## config.mk

```make
export PLATFORM = sky130hd
export DESIGN_NAME = hazard_mdu_ctrl
export DESIGN_NICKNAME = d
export VERILOG_FILES = /design/src/rtl/hazard_mdu_ctrl_pkg.sv /design/src/rtl/hazard_mdu_ctrl_md_busy_ctr.sv /design/src/rtl/hazard_mdu_ctrl.sv
export SDC_FILE = /design/constraint.sdc
export NUM_CORES = 1
export LEC_CHECK = 0
export ABC_AREA = 1
export ABC_CLOCK_PERIOD_IN_PS = 1500
export CAP_MARGIN = 10
export CORE_ASPECT_RATIO = 0.9
export CORE_UTILIZATION = 41
export CTS_CLUSTER_DIAMETER = 30
export DETAILED_ROUTE_END_ITERATION = 10
export HOLD_SLACK_MARGIN = 0.1
export PLACE_DENSITY = 0.78
export SLEW_MARGIN = 20
export SYNTH_ARGS = -nofsm -noshare
export SYNTH_HDL_FRONTEND = slang
export SYNTH_SLANG_ARGS = --single-unit
```

## constraint.sdc

```tcl
create_clock -name clk -period 1.5 [get_ports clk]
set_input_delay 0.225 -clock clk [delete_from_list [all_inputs] [get_ports clk]]
set_output_delay 0.225 -clock clk [all_outputs]
set_load 0.01 [all_outputs]
```

## src/rtl/hazard_mdu_ctrl_pkg.sv

```systemverilog
// Shared constants for the hazard / MDU control slice: forward-select codes,
// default MDU latencies and the forward priority helper.
package hazard_mdu_ctrl_pkg;

    typedef enum logic [1:0] {
        FWD_NONE = 2'd0,
        FROM_E   = 2'd1,
        FROM_M   = 2'd2,
        FROM_W   = 2'd3
    } fwd_sel_e;

    localparam int MULT_CYC_DEF = 5;
    localparam int DIV_CYC_DEF  = 10;

    // Nearest ready producer wins; callers pass 0 for stages they never forward from.
    function automatic fwd_sel_e fwd_prio(input logic e_ok, input logic m_ok, input logic w_ok);
        if (e_ok) begin
            return FROM_E;
        end else if (m_ok) begin
            return FROM_M;
        end else if (w_ok) begin
            return FROM_W;
        end
        return FWD_NONE;
    endfunction

endpackage

```

## src/rtl/hazard_mdu_ctrl_md_busy_ctr.sv

```systemverilog
// MDU busy counter: loads the operation latency on a start, counts down to 0
// and reports busy while non-zero.
module md_busy_ctr
    import hazard_mdu_ctrl_pkg::*;
#(
    parameter int MULT_CYC = MULT_CYC_DEF,
    parameter int DIV_CYC  = DIV_CYC_DEF
) (
    input  logic clk,
    input  logic rst_n,
    input  logic start_i,
    input  logic is_div_i,
    output logic busy_o
);

    localparam int CNT_W = $clog2(DIV_CYC + 1);
    localparam logic [CNT_W-1:0] MULT_LD = CNT_W'(MULT_CYC);
    localparam logic [CNT_W-1:0] DIV_LD  = CNT_W'(DIV_CYC);

    logic [CNT_W-1:0] cnt_q;
    logic [CNT_W-1:0] cnt_d;

    // NOTE: every combinational output gets a default first so no path leaves it unassigned (no latch).
    always_comb begin
        cnt_d = cnt_q;
        if (start_i) begin
            cnt_d = is_div_i ? DIV_LD : MULT_LD;
        end else if (cnt_q != '0) begin
            cnt_d = cnt_q - 1'b1;
        end
    end

    // NOTE: state registers use non-blocking assignments; reset is asynchronous so an abort is immediate.
    always_ff @(posedge clk or negedge rst_n) begin
        if (!rst_n) begin
            cnt_q <= '0;
        end else begin
            cnt_q <= cnt_d;
        end
    end

    assign busy_o = (cnt_q != '0);

endmodule

```

## src/rtl/hazard_mdu_ctrl.sv

```systemverilog
// Pipeline hazard unit: data-stall detection, forward selects for D/E/M,
// and multiply/divide structural stall driven by the MDU busy counter.
module hazard_mdu_ctrl
    import hazard_mdu_ctrl_pkg::*;
#(
    parameter int ADDR_W   = 5,
    parameter int TW       = 2,
    parameter int MULT_CYC = MULT_CYC_DEF,
    parameter int DIV_CYC  = DIV_CYC_DEF
) (
    input  logic              clk,
    input  logic              rst_n,
    input  logic [TW-1:0]     T_use_RS,
    input  logic [TW-1:0]     T_use_RT,
    input  logic [TW-1:0]     E_Tnew,
    input  logic [TW-1:0]     M_Tnew,
    input  logic [ADDR_W-1:0] D_A1,
    input  logic [ADDR_W-1:0] D_A2,
    input  logic [ADDR_W-1:0] E_A1,
    input  logic [ADDR_W-1:0] E_A2,
    input  logic [ADDR_W-1:0] E_A3,
    input  logic [ADDR_W-1:0] M_A2,
    input  logic [ADDR_W-1:0] M_A3,
    input  logic [ADDR_W-1:0] W_A3,
    input  logic              E_RFWr,
    input  logic              M_RFWr,
    input  logic              W_RFWr,
    input  logic              D_IsMD,
    input  logic              E_MDStart,
    input  logic              E_MDIsDiv,
    output logic              Stall,
    output logic              MD_Busy,
    output logic [1:0]        Fwd_D_RS_Sel,
    output logic [1:0]        Fwd_D_RT_Sel,
    output logic [1:0]        Fwd_E_A_Sel,
    output logic [1:0]        Fwd_E_B_Sel,
    output logic [1:0]        Fwd_M_WD_Sel
);

    // A consumer matches a producer only for a real (non-zero) register being written.
    function automatic logic hit(input logic [ADDR_W-1:0] src,
                                 input logic [ADDR_W-1:0] dst,
                                 input logic              wr);
        return (src != '0) && (src == dst) && wr;
    endfunction

    logic d1_e, d1_m, d1_w, d2_e, d2_m, d2_w;
    logic e1_m, e1_w, e2_m, e2_w, m2_w;
    logic e_ready, m_ready;
    logic stall_data, stall_md;

    assign d1_e = hit(D_A1, E_A3, E_RFWr);
    assign d1_m = hit(D_A1, M_A3, M_RFWr);
    assign d1_w = hit(D_A1, W_A3, W_RFWr);
    assign d2_e = hit(D_A2, E_A3, E_RFWr);
    assign d2_m = hit(D_A2, M_A3, M_RFWr);
    assign d2_w = hit(D_A2, W_A3, W_RFWr);
    assign e1_m = hit(E_A1, M_A3, M_RFWr);
    assign e1_w = hit(E_A1, W_A3, W_RFWr);
    assign e2_m = hit(E_A2, M_A3, M_RFWr);
    assign e2_w = hit(E_A2, W_A3, W_RFWr);
    assign m2_w = hit(M_A2, W_A3, W_RFWr);

    assign e_ready = (E_Tnew == '0);
    assign m_ready = (M_Tnew == '0);

    // Stall when the consumer needs the value before the producer can deliver it.
    assign stall_data = (d1_e && (T_use_RS < E_Tnew)) ||
                        (d1_m && (T_use_RS < M_Tnew)) ||
                        (d2_e && (T_use_RT < E_Tnew)) ||
                        (d2_m && (T_use_RT < M_Tnew));

    assign Fwd_D_RS_Sel = fwd_prio(d1_e && e_ready, d1_m && m_ready, d1_w);
    assign Fwd_D_RT_Sel = fwd_prio(d2_e && e_ready, d2_m && m_ready, d2_w);
    assign Fwd_E_A_Sel  = fwd_prio(1'b0, e1_m && m_ready, e1_w);
    assign Fwd_E_B_Sel  = fwd_prio(1'b0, e2_m && m_ready, e2_w);
    assign Fwd_M_WD_Sel = fwd_prio(1'b0, 1'b0, m2_w);

    md_busy_ctr #(
        .MULT_CYC (MULT_CYC),
        .DIV_CYC  (DIV_CYC)
    ) u_md_busy_ctr (
        .clk      (clk),
        .rst_n    (rst_n),
        .start_i  (E_MDStart),
        .is_div_i (E_MDIsDiv),
        .busy_o   (MD_Busy)
    );

    // A start sitting in E counts as busy for the MD op in D in the same cycle.
    assign stall_md = D_IsMD && (MD_Busy || E_MDStart);
    assign Stall    = stall_data || stall_md;

endmodule

```

[Word level (Yosys, flattened, before mapping)]
Index checks and enable logic that the tools add are counted.
Operators by class
  add/sub/neg operators: 1
  magnitude comparators: 4
  equality and inequality tests: 11
  multiplexer cells: 30
  reductions and logical operators: 47
Operators by type and width (count)
  $eq A5 B5 Y1: 11
  $logic_and A1 B1 Y1: 33
  $mux W2: 16
  $reduce_bool A5 Y1: 5
  $mux W4: 3
  $mux W1: 11
  $lt A2 B2 Y1: 4
  $logic_or A1 B1 Y1: 5
  $logic_not A2 Y1: 2
  $reduce_bool A4 Y1: 1
  $sub A4 B1 Y4 const B: 1
  $reduce_bool A2 Y1: 1
Word-level totals
  register bits: 4
  input port bits: 56
  output and inout bits: 12
  logic and storage cells: 94

[Logic depth before layout (Yosys ltp)]
  depth in word-level cells: 8
  mapped depth: 10

[Hierarchy]
Synthesis repeated with hierarchy kept, for this count alone.
Unflattened totals
  cell total of the unflattened synthesis: 284
  area, all modules: 1418.9 µm²
Modules (own cells, without submodules)
  hazard_mdu_ctrl: instances 1, cells each 253, area an instance 1172.4 µm²
  md_busy_ctr: instances 1, cells each 31, area an instance 246.5 µm²

[Worst setup path after synthesis]
OpenSTA, ideal clock, no wires.
  path type: register to output
  start: register u_md_busy_ctr.cnt_q[0]
  end: output port Stall
  arrival: 1019 ps
  data required time: 1275 ps
  setup slack: 256 ps
  stages on the path, launching flop included: 8
  path through: dfrtp_1 > inv_1 > ha_1 > nand4_1 > nand2_1 > inv_1 > nor2_1 > nand2_1
On the way
  word-level cells in the longest chain between the ends: 4
RTL lines
  start, declared: RTL line hazard_mdu_ctrl_md_busy_ctr.sv:20  | logic [CNT_W-1:0] cnt_q;
  start signal, assigned: RTL line hazard_mdu_ctrl_md_busy_ctr.sv:38  | cnt_q <= cnt_d;
  $reduce_bool A4 Y1: RTL line hazard_mdu_ctrl_md_busy_ctr.sv:42  | assign busy_o = (cnt_q != '0);
  $logic_or A1 B1 Y1: RTL line hazard_mdu_ctrl.sv:91  | assign stall_md = D_IsMD && (MD_Busy || E_MDStart);
  $logic_and A1 B1 Y1: RTL line hazard_mdu_ctrl.sv:91
  $logic_or A1 B1 Y1: RTL line hazard_mdu_ctrl.sv:92  | assign Stall = stall_data || stall_md;
  end, declared: RTL line hazard_mdu_ctrl.sv:31  | output logic Stall,
Every way passes these cells.

[Final worst setup path]
  start: input port T_use_RS[1]
  end: output port Stall
On the way
  word-level cells in the longest chain between the ends: 6
  elaborated cells on any way between the ends: 8
  classes of those cells: order compare (2); reduce/logical (6)
RTL lines
  start, declared: RTL line hazard_mdu_ctrl.sv:13  | input logic [TW-1:0] T_use_RS,
  $lt A2 B2 Y1 (on tied branches): RTL line hazard_mdu_ctrl.sv:68, hazard_mdu_ctrl.sv:69
  $logic_and A1 B1 Y1 (on tied branches): RTL line hazard_mdu_ctrl.sv:68, hazard_mdu_ctrl.sv:69
  $logic_or A1 B1 Y1 *: RTL line hazard_mdu_ctrl.sv:68  | assign stall_data = (d1_e && (T_use_RS < E_Tnew)) ||
  $logic_or A1 B1 Y1 *: RTL line hazard_mdu_ctrl.sv:69  | (d1_m && (T_use_RS < M_Tnew)) ||
  $logic_or A1 B1 Y1 *: RTL line hazard_mdu_ctrl.sv:70  | (d2_e && (T_use_RT < E_Tnew)) ||
  $logic_or A1 B1 Y1 *: RTL line hazard_mdu_ctrl.sv:92
Every way passes the cells marked *; elsewhere a longest branch is shown, timed or not.

==> results.toml <==
[routing]
drcViolationCount = 0
wl_per_cell_um = 14.21
ant_nets = 0
firstDrtPassIters = 4
routed_wirelength_um = 5952
vias_per_cell = 5.303
first_iter_violations = 191
via_count = 2222

[setup_path]
end_kind = "primary output"
critPathMaxFanout = 2
worstSetupPathType = "in -> out"
critical_path.startpoint_type = "input port"
cpMostUsedCell = "nand2_1"
crit_required_ns = 1.27
arrival_ns = 1.36
crit_chain = "dlygate4sd2_1, ha_1, a21oi_1, nand3_1, nand2_1, nor2_1, nand2_1, buf_2"
max_stage_delay_ns = 0.31
crit_slowest_cell = "ha_1"

[grt]
grt_max_degree = 7
grt_first_pass_wirelength_um = 8776
overflow = 0
grtUsageTotal = 0.3069
antenna_found_initial = 0
grt_pass1_vias = 1949

[cells_and_area]
layout_common_cells = "79 x nand2_1, 40 x buf_4, 27 x inv_2"
largest_reg_flops = 4
final_core_util = 0.7915
final_layout_size_suffix_gt1_frac = 0.4164
layout_commonest_cell = "nand2_1"
fillers = 241
areaGrowthSynthToFinish_pct = 78.03
top_regs = "u_md_busy_ctr.cnt_q: 4 flops"
regMostFlops = "u_md_busy_ctr.cnt_q"
num-nets-final = 441
diodes = 0

[power_and_ir_drop]
p_total_uw = 1172
power_density_nw_per_um2 = 471.8
vdd_drop_max_v = 0.0002675
leakage_uw = 0.001367

[clock_tree]
cts_root_buf = "clkbuf_8"
h-tree-depth = 1
clkTransAtPathRegs_ns = 0.03
cts_tree = "done"
cts_buffers = 3
ctsHoldBuffers = 0
cts_buffer_depth = 2
cts.sinks = 4
insertion_delay_ns = 0.22

[floorplan]
coreArea_um2 = 3138
fp.dieArea_um2 = 3640
rows = 19
initial_utilization = 0.4446
die_w_um = 63.49
die_h_um = 57.34
ioPinCount = 68

[worst_hold_path]
hp-class = "in -> async"

[yosys]
syn_area_um2 = 1395
ys.warnings.count = 0
netlist-cell-type-count = 26
ys_ff_latch = 4
seq_area_frac_synth = 0.07175
ys.flop_type = "dfrtp_1"
syn-instance-count = 269
synth_enable_flop_cells = 0
async_flop_share = 1.000
syn-num-nets = 331
syn_avg_cell_area_um2 = 5.186

[sta]
relSlewSlack = 0.7836
hold_viol = 0
setup_tns_ns = -0.08523
worst_slew_pin_slew_ns = 0.3235
rsz0062_at_grt = "yes"
max_freq_mhz = 630.8
min_period_over_period = 1.057
setup-violations-final = 1
hold_slack_ns = 0.2037
fin_crit_ns = 1.585
setup_slack_ns = -0.08523
finClkSkew_ns = 0.001497
drv_slew = 0

[outcome]
failed_checks = "setup timing"
status = "finished, violations left"

[place]
dp_slack_ns = -0.7986
dp_hpwl_um = 4272
gp_congestion = 0.9677
port-buffer-count = 67

[run]
drv_cap = 0
-- power breakdown --
part / internal (uW) / switching, uW / leakage (uW) / total, uW
Combinational: 376 / 412 / 0.00130 / 788
Sequential: 134 / 13.5 / 0.0000483 / 147
Clock: 172 / 64.7 / 0.0000216 / 237
-- area by class of cell --
type,count,area [um2],share of cell area
multi-input cells,209,1296,0.5219
repair buffers,109,795.8,0.3204
inverters,52,197.7,0.07960
flip-flops and latches,4,100.1,0.04030
well taps,42,52.55,0.02116
clock buffers,3,41.29,0.01662
-- metal layers --
layer	wire, um	track usage
met5	0	0
met4	161	0.07468
met3	490	0.04200
met2	2818	0.5243
met1	2482	0.4078
-- repair_timing --
item                                   in CTS  in global routing
endpoints found under the hold margin       0                  0
buffers inserted                            5                  3
setup endpoints to repair                  12                 12
pin swaps                                  49                 32
gates resized for setup                   172                 81
-- logic make-up after synthesis --
logic type / after synthesis / synth area share
and+or+nand+nor: 156 / 0.4816
buffers and inverters: 56 / 0.1578
AOI/OAI and AO/OA: 27 / 0.1094
xor gates and xnor gates: 20 / 0.1256
adders and majority gates: 6 / 0.05381
DFF: 4 / 0.07175
-- cells in the mapped netlist (2+ instances only) --
cell type | count | area (um2)
nand2_1 | 81 | 304.0
inv_1 | 46 | 172.7
nand3_1 | 26 | 130.1
nor2_1 | 26 | 97.59
a21oi_1 | 13 | 65.06
xor2_1 | 12 | 105.1
nand4_1 | 9 | 56.30
xnor2_1 | 8 | 70.07
o21ai_0 | 7 | 35.03
ha_1 | 6 | 75.07
inv_2 | 6 | 22.52
nor3_1 | 6 | 30.03
dfrtp_1 | 4 | 100.1
nor2_2 | 4 | 25.02
buf_4 | 2 | 15.01
o211ai_1 | 2 | 15.01
or2_2 | 2 | 12.51
-- worst max-delay path, delay by kind of cell --
| kind | cells | cell delay (ns) |
|---|---|---|
| buf+inv | 2 | 0.40 |
| fa+ha+maj | 1 | 0.31 |
| simple gates | 4 | 0.28 |
| compound gates | 1 | 0.15 |
-- path summary, 6_finish.rpt --
kind / from / endpoint / slack (ns) / cells past startpoint
worst max-delay path: T_use_RS[1] / Stall / -0.09 / 8
worst min-delay path: rst_n / u_md_busy_ctr.cnt_q[3] / 0.20 / 1
worst max register to register: u_md_busy_ctr.cnt_q[0] / u_md_busy_ctr.cnt_q[2] / 0.29 / 6
worst min register to register: u_md_busy_ctr.cnt_q[2] / u_md_busy_ctr.cnt_q[2] / 0.70 / 3
max in group asynchronous: rst_n / u_md_busy_ctr.cnt_q[0] / 1.13 / 1
min in group clk: E_MDIsDiv / u_md_busy_ctr.cnt_q[3] / 0.64 / 3
-- through the flow --
step           std cells  instance area, um2
4_1_cts              416                2467
5_1_grt              419                2484
6_report             419                2484
3_3_place_gp         409                2356
3_5_place_dp         409                2356
2_1_floorplan        269                1395
No activity file was read; power rests on OpenSTA's default activity.
==> RTL edit 1, RTL diff (same flow settings) <==
Set the parameter `ADDR_W` to 4 (it was 5).
--- a/src/rtl/hazard_mdu_ctrl.sv
+++ b/src/rtl/hazard_mdu_ctrl.sv
@@ -3,7 +3,7 @@
 module hazard_mdu_ctrl
     import hazard_mdu_ctrl_pkg::*;
 #(
-    parameter int ADDR_W   = 5,
+    parameter int ADDR_W   = 4,
     parameter int TW       = 2,
     parameter int MULT_CYC = MULT_CYC_DEF,
     parameter int DIV_CYC  = DIV_CYC_DEF
Ports: changed (8 resized); port bits go from 68 to 60. The function was not compared with the original's and may differ.
==> RTL edit 1 against the unedited design <==
The run still ends with negative setup slack left. Worst setup slack improved by 0.035 ns. Wire length fell by 30%. Power fell by 23%. Global-route usage fell by 4.0 points. Via count fell by 21%. Sequential share of layout area rose by 1.1 points. Count of clock-buffer cells in the layout did not move. Critical path depth did not move. Final area fell by 21%. Sequential cell count did not move. Synthesized area fell by 13%. Hold slack got worse by 0.023 ns. First-iteration DRC count fell by 49%.
==> RTL edit 1: results (changes against the unedited design) <==
[metrics] status: complete, but fails checks
[metrics] violated checks: negative setup slack
[metrics] tightest slew margin relative to the limit: 0.856 (+0.0723)
[metrics] vias per inst: 4.93 (-7.1%)
[metrics] met3 routing resource usage after global routing: 0.0361 (-0.00594)
[metrics] number of library cell types mapped by synthesis: 28 (+7.7%)
[metrics] delay-heaviest family, CP: flip-flops
[metrics] adder and majority gate portion of the synthesized area: 0.0620 (+0.00817)
[metrics] count of routing violations after the opening detailed-route iteration: 98 (-49%)
[metrics] Max clock buf depth: 2 (unchanged)
[metrics] commonest cells in the netlist: 56 x sky130_fd_sc_hd__nand2_1, 40 x sky130_fd_sc_hd__nor2_1, 34 x sky130_fd_sc_hd__inv_1
[metrics] placed cell count: 351 (-14%)
[metrics] Buffers on Ports: 59 (-12%)
[metrics] final setup vio count: 1 (unchanged)
[metrics] Lkg Pwr: 1.10 nW (-19%)
[metrics] Post-Route Hold Slack: 0.181 ns (-0.0226 ns)
[metrics] Worst path slowest cell: sky130_fd_sc_hd__dfrtp_1
[metrics] synthesized-area fraction occupied by ao, oa, aoi and oai cells: 0.190 (+0.0807)
[metrics] Largest stage delay, worst path: 0.39 ns (+0.08 ns)
[metrics] Seq/Total Area, Yosys: 0.0826 (+0.0109)
[metrics] xor-xnor portion of the synthesized cell area: 0.0723 (-0.0532)
[metrics] number of cells on the worst reg-to-reg path: 5 (-1)
[metrics] first-pass GRT wire length: 6.44 mm (-27%)
[metrics] final standard cell count with taps included and fillers excluded: 358 (-15%)
[metrics] via count of the first global-routing pass: 1,525 (-22%)
[metrics] synthesized net count: 285 (-14%)
[metrics] filler cell count: 263 (+9.1%)
[metrics] routability congestion estimate from global placement: 0.902 (-6.8%)
[metrics] latest clock arrival within the worst-skew pair: 0.24 ns (+0.02 ns)
[metrics] ratio of cells with drive above 1 in the final layout: 0.362 (-0.0548)
[metrics] endpoint arrival time on the critical path: 1.33 ns (-0.03 ns)
[metrics] GRT Total Usage: 0.267 (-0.0403)
[metrics] half-perimeter wire length after placement: 3.27 mm (-23%)
[metrics] Multi-input gate area: 992 um^2 (-23%)
[metrics] worst-case setup margin in the final layout: -0.0501 ns (+0.0351 ns)
[metrics] cell types occupying the most area after synthesis: sky130_fd_sc_hd__nand2_1 17%, sky130_fd_sc_hd__nor2_1 12%, sky130_fd_sc_hd__inv_1 11%, sky130_fd_sc_hd__dfrtp_1 8.3%, sky130_fd_sc_hd__ha_1 6.2%
[metrics] Final Skew: 0.0108 ns (+0.00930 ns)
[metrics] post-placement worst setup slack: -0.730 ns (+0.0684 ns)
[metrics] Routed wire per std cell: 11.7 um (-18%)
[metrics] final-stage net count: 374 (-15%)
[metrics] Worst VDD drop: 0.000685 V (+160%)
[metrics] worst reg2reg setup slack: 0.33 ns (+0.04 ns)
[metrics] final total negative setup slack: -0.0501 ns (+0.0351 ns)
[metrics] met2 Resource Use GR: 0.421 (-0.103)
[metrics] GR met1 Demand/Resource: 0.374 (-0.0335)
[RTL edit 1: area by class of cell]
type	count	area share
sequential	4	0.0509
inverter	45	0.0884
clock buffer	3	0.0115
multi-input combinational	179	0.504
tap	40	0.0254
timing repair buffer	87	0.319
[RTL edit 1: power by group through the flow]
| stage | Combinational, mW | Sequential [mW] | Clock (mW) |
|---|---|---|---|
| after global placement | 0.606 | 0.146 | 0 |
| after detailed placement | 0.611 | 0.147 | 0 |
| after global routing | 0.682 | 0.153 | 0.143 |
| after floorplan | 0.272 | 0.148 | 0 |
| after CTS | 0.600 | 0.148 | 0.138 |
| final | 0.622 | 0.149 | 0.134 |
[RTL edit 1: repair_timing]
item | 4_1_cts | 5_1_grt
setup buffers | 3 | 1
setup endpoints to repair | 12 | 11
gates resized for setup | 123 | 57
pin swaps | 23 | 25
[RTL edit 1: layer usage]
metal  vias up  routed length [um]
met4         0                  15
met2        60                1940
met1       787                1950
met3         2                 280
met5         -                   0
li1        915                   -
==> RTL edit 2, RTL diff (config.mk and constraints unchanged) <==
Without the edit above. Add an input register stage for `E_MDIsDiv`, without a reset; this delays it by one clock. The other inputs are not delayed to match.
--- a/src/rtl/hazard_mdu_ctrl.sv
+++ b/src/rtl/hazard_mdu_ctrl.sv
@@ -36,6 +36,12 @@
     output logic [1:0]        Fwd_E_B_Sel,
     output logic [1:0]        Fwd_M_WD_Sel
 );
+
+    logic E_MDIsDiv_q;
+
+    always_ff @(posedge clk) begin
+        E_MDIsDiv_q <= E_MDIsDiv;
+    end
 
     // A consumer matches a producer only for a real (non-zero) register being written.
     function automatic logic hit(input logic [ADDR_W-1:0] src,
@@ -83,7 +89,7 @@
         .clk      (clk),
         .rst_n    (rst_n),
         .start_i  (E_MDStart),
-        .is_div_i (E_MDIsDiv),
+        .is_div_i (E_MDIsDiv_q),
         .busy_o   (MD_Busy)
     );
 
Check against the original RTL: not equivalent (a bounded check fails within 10 cycles, from zero or initial values and one cycle with rst_n low).
==> RTL edit 2 against the unedited design <==
The flow still finishes with violations (negative setup slack). Die area grew 4.1%. Synthesized area up 4.2%. Wire length shrank 5.6%. Synthesized cell count rose by 3.0%. Register-to-register slack lost 0.04 ns. Hold slack about the same. Critical path type unchanged. Count of clock-buffer cells in the layout up 1. Sequential cell count up 1. Sequential power increased by 21%. First-iteration DRC count is 6.8% lower. Final area is 1.1% lower. Worst setup slack worse by 0.0035 ns. Power is 1.7% higher.
==> RTL edit 2: results (changes against the unedited design) <==
[metrics] status: complete, but fails checks
[metrics] violated checks: negative setup slack
[metrics] Lkg Pwr: 1.33 nW (-2.3%)
[metrics] post-placement worst setup slack: -0.812 ns (-0.0131 ns)
[metrics] non-clock buffering overhead in the final layout: 0.298 (-0.0224)
[metrics] placed cell count: 410 (+0.24%)
[metrics] final-layout clock-cell area share: 0.0183 (+0.00171)
[metrics] first-pass GRT wire length: 8.59 mm (-2.1%)
[metrics] Worst Path Max Fanout: 4 (+2)
[metrics] worst reg2reg setup slack: 0.25 ns (-0.04 ns)
[metrics] share of async-settable or async-resettable flops after synthesis: 0.800 (-0.200)
[metrics] final design utilization: 0.727 (-0.0644)
[metrics] via count of the first global-routing pass: 1,973 (+1.2%)
[metrics] cell types occupying the most area after synthesis: sky130_fd_sc_hd__nand2_1 22%, sky130_fd_sc_hd__inv_1 12%, sky130_fd_sc_hd__nand3_1 7.6%, sky130_fd_sc_hd__xor2_1 7.2%, sky130_fd_sc_hd__nor2_1 7.0%
[metrics] adder and majority gate portion of the synthesized area: 0.0516 (-0.00218)
[metrics] Post-Route Hold Slack: 0.203 ns (-0.000338 ns)
[metrics] number of library cell types mapped by synthesis: 25 (-3.8%)
[metrics] Worst VDD drop: 0.000729 V (+170%)
[metrics] number of cells upsized or downsized after cts: 176 (+2.3%)
[metrics] count of routing violations after the opening detailed-route iteration: 178 (-6.8%)
[metrics] register share of the cell area: 0.0489 (+0.00860)
[metrics] GR met1 Demand/Resource: 0.363 (-0.0448)
[metrics] synthesis-stage register bit count: 5 (+1)
[metrics] Total Routed Length: 5.62 mm (-5.6%)
[metrics] share of the final layout cell area in multi-input gates: 0.530 (+0.00789)
[metrics] final standard cell count with taps included and fillers excluded: 420 (+0.24%)
[metrics] commonest cells in the netlist: 85 x sky130_fd_sc_hd__nand2_1, 45 x sky130_fd_sc_hd__inv_1, 27 x sky130_fd_sc_hd__nor2_1
[metrics] worst-case setup margin in the final layout: -0.0887 ns (-0.00348 ns)
[metrics] Largest stage delay, worst path: 0.17 ns (-0.14 ns)
[metrics] buffer count from post-CTS setup fixing: 6 (+1)
[metrics] count of non-CTS inverters in the layout: 54 (+3.8%)
[metrics] number of cells on the worst reg-to-reg path: 7 (+1)
[metrics] routability congestion estimate from global placement: 0.964 (-0.39%)
[metrics] area after detailed placement: 2340 um^2 (-0.80%)
[metrics] final total negative setup slack: -0.0887 ns (-0.00348 ns)
[metrics] Setup crit start: D_A1[2]
[metrics] Worst path slowest cell: sky130_fd_sc_hd__nor2_2
[metrics] final setup vio count: 1 (unchanged)
[metrics] half-perimeter wire length after placement: 4.18 mm (-2.1%)
[metrics] xor-xnor portion of the synthesized cell area: 0.127 (+0.000945)
[metrics] Power per Cell Area: 485 nW/um^2 (+2.8%)
[metrics] largest net degree at the start of global routing: 9 (+2)
[metrics] Seq/Total Area, Yosys: 0.0826 (+0.0109)
RTL edit 2: changes by cell type in the layout (fill, tap and decap cells not counted), sizes merged, moves of 2 or more:
cell	before	now
nand2	81	85
clkdlybuf4s15	5	7
nand3	27	23
nor3	6	8
buf	65	58
nand4	9	7
dlygate4sd2	14	12
RTL edit 2: power by group:
part	internal [mW]	switching, mW
Sequential	0.164	0.0138
Combinational	0.358	0.401
Clock	0.183	0.0718
Total	0.705	0.486
RTL edit 2: worst reg2reg max path, cell delays in order (launching register included):
cell and delay, ns:
sky130_fd_sc_hd__dfrtp_1 0.35, sky130_fd_sc_hd__inv_2 0.05, sky130_fd_sc_hd__ha_4 0.15, sky130_fd_sc_hd__nand4_1 0.08
sky130_fd_sc_hd__buf_4 0.12, sky130_fd_sc_hd__buf_4 0.12, sky130_fd_sc_hd__inv_1 0.05, sky130_fd_sc_hd__a211oi_1 0.22
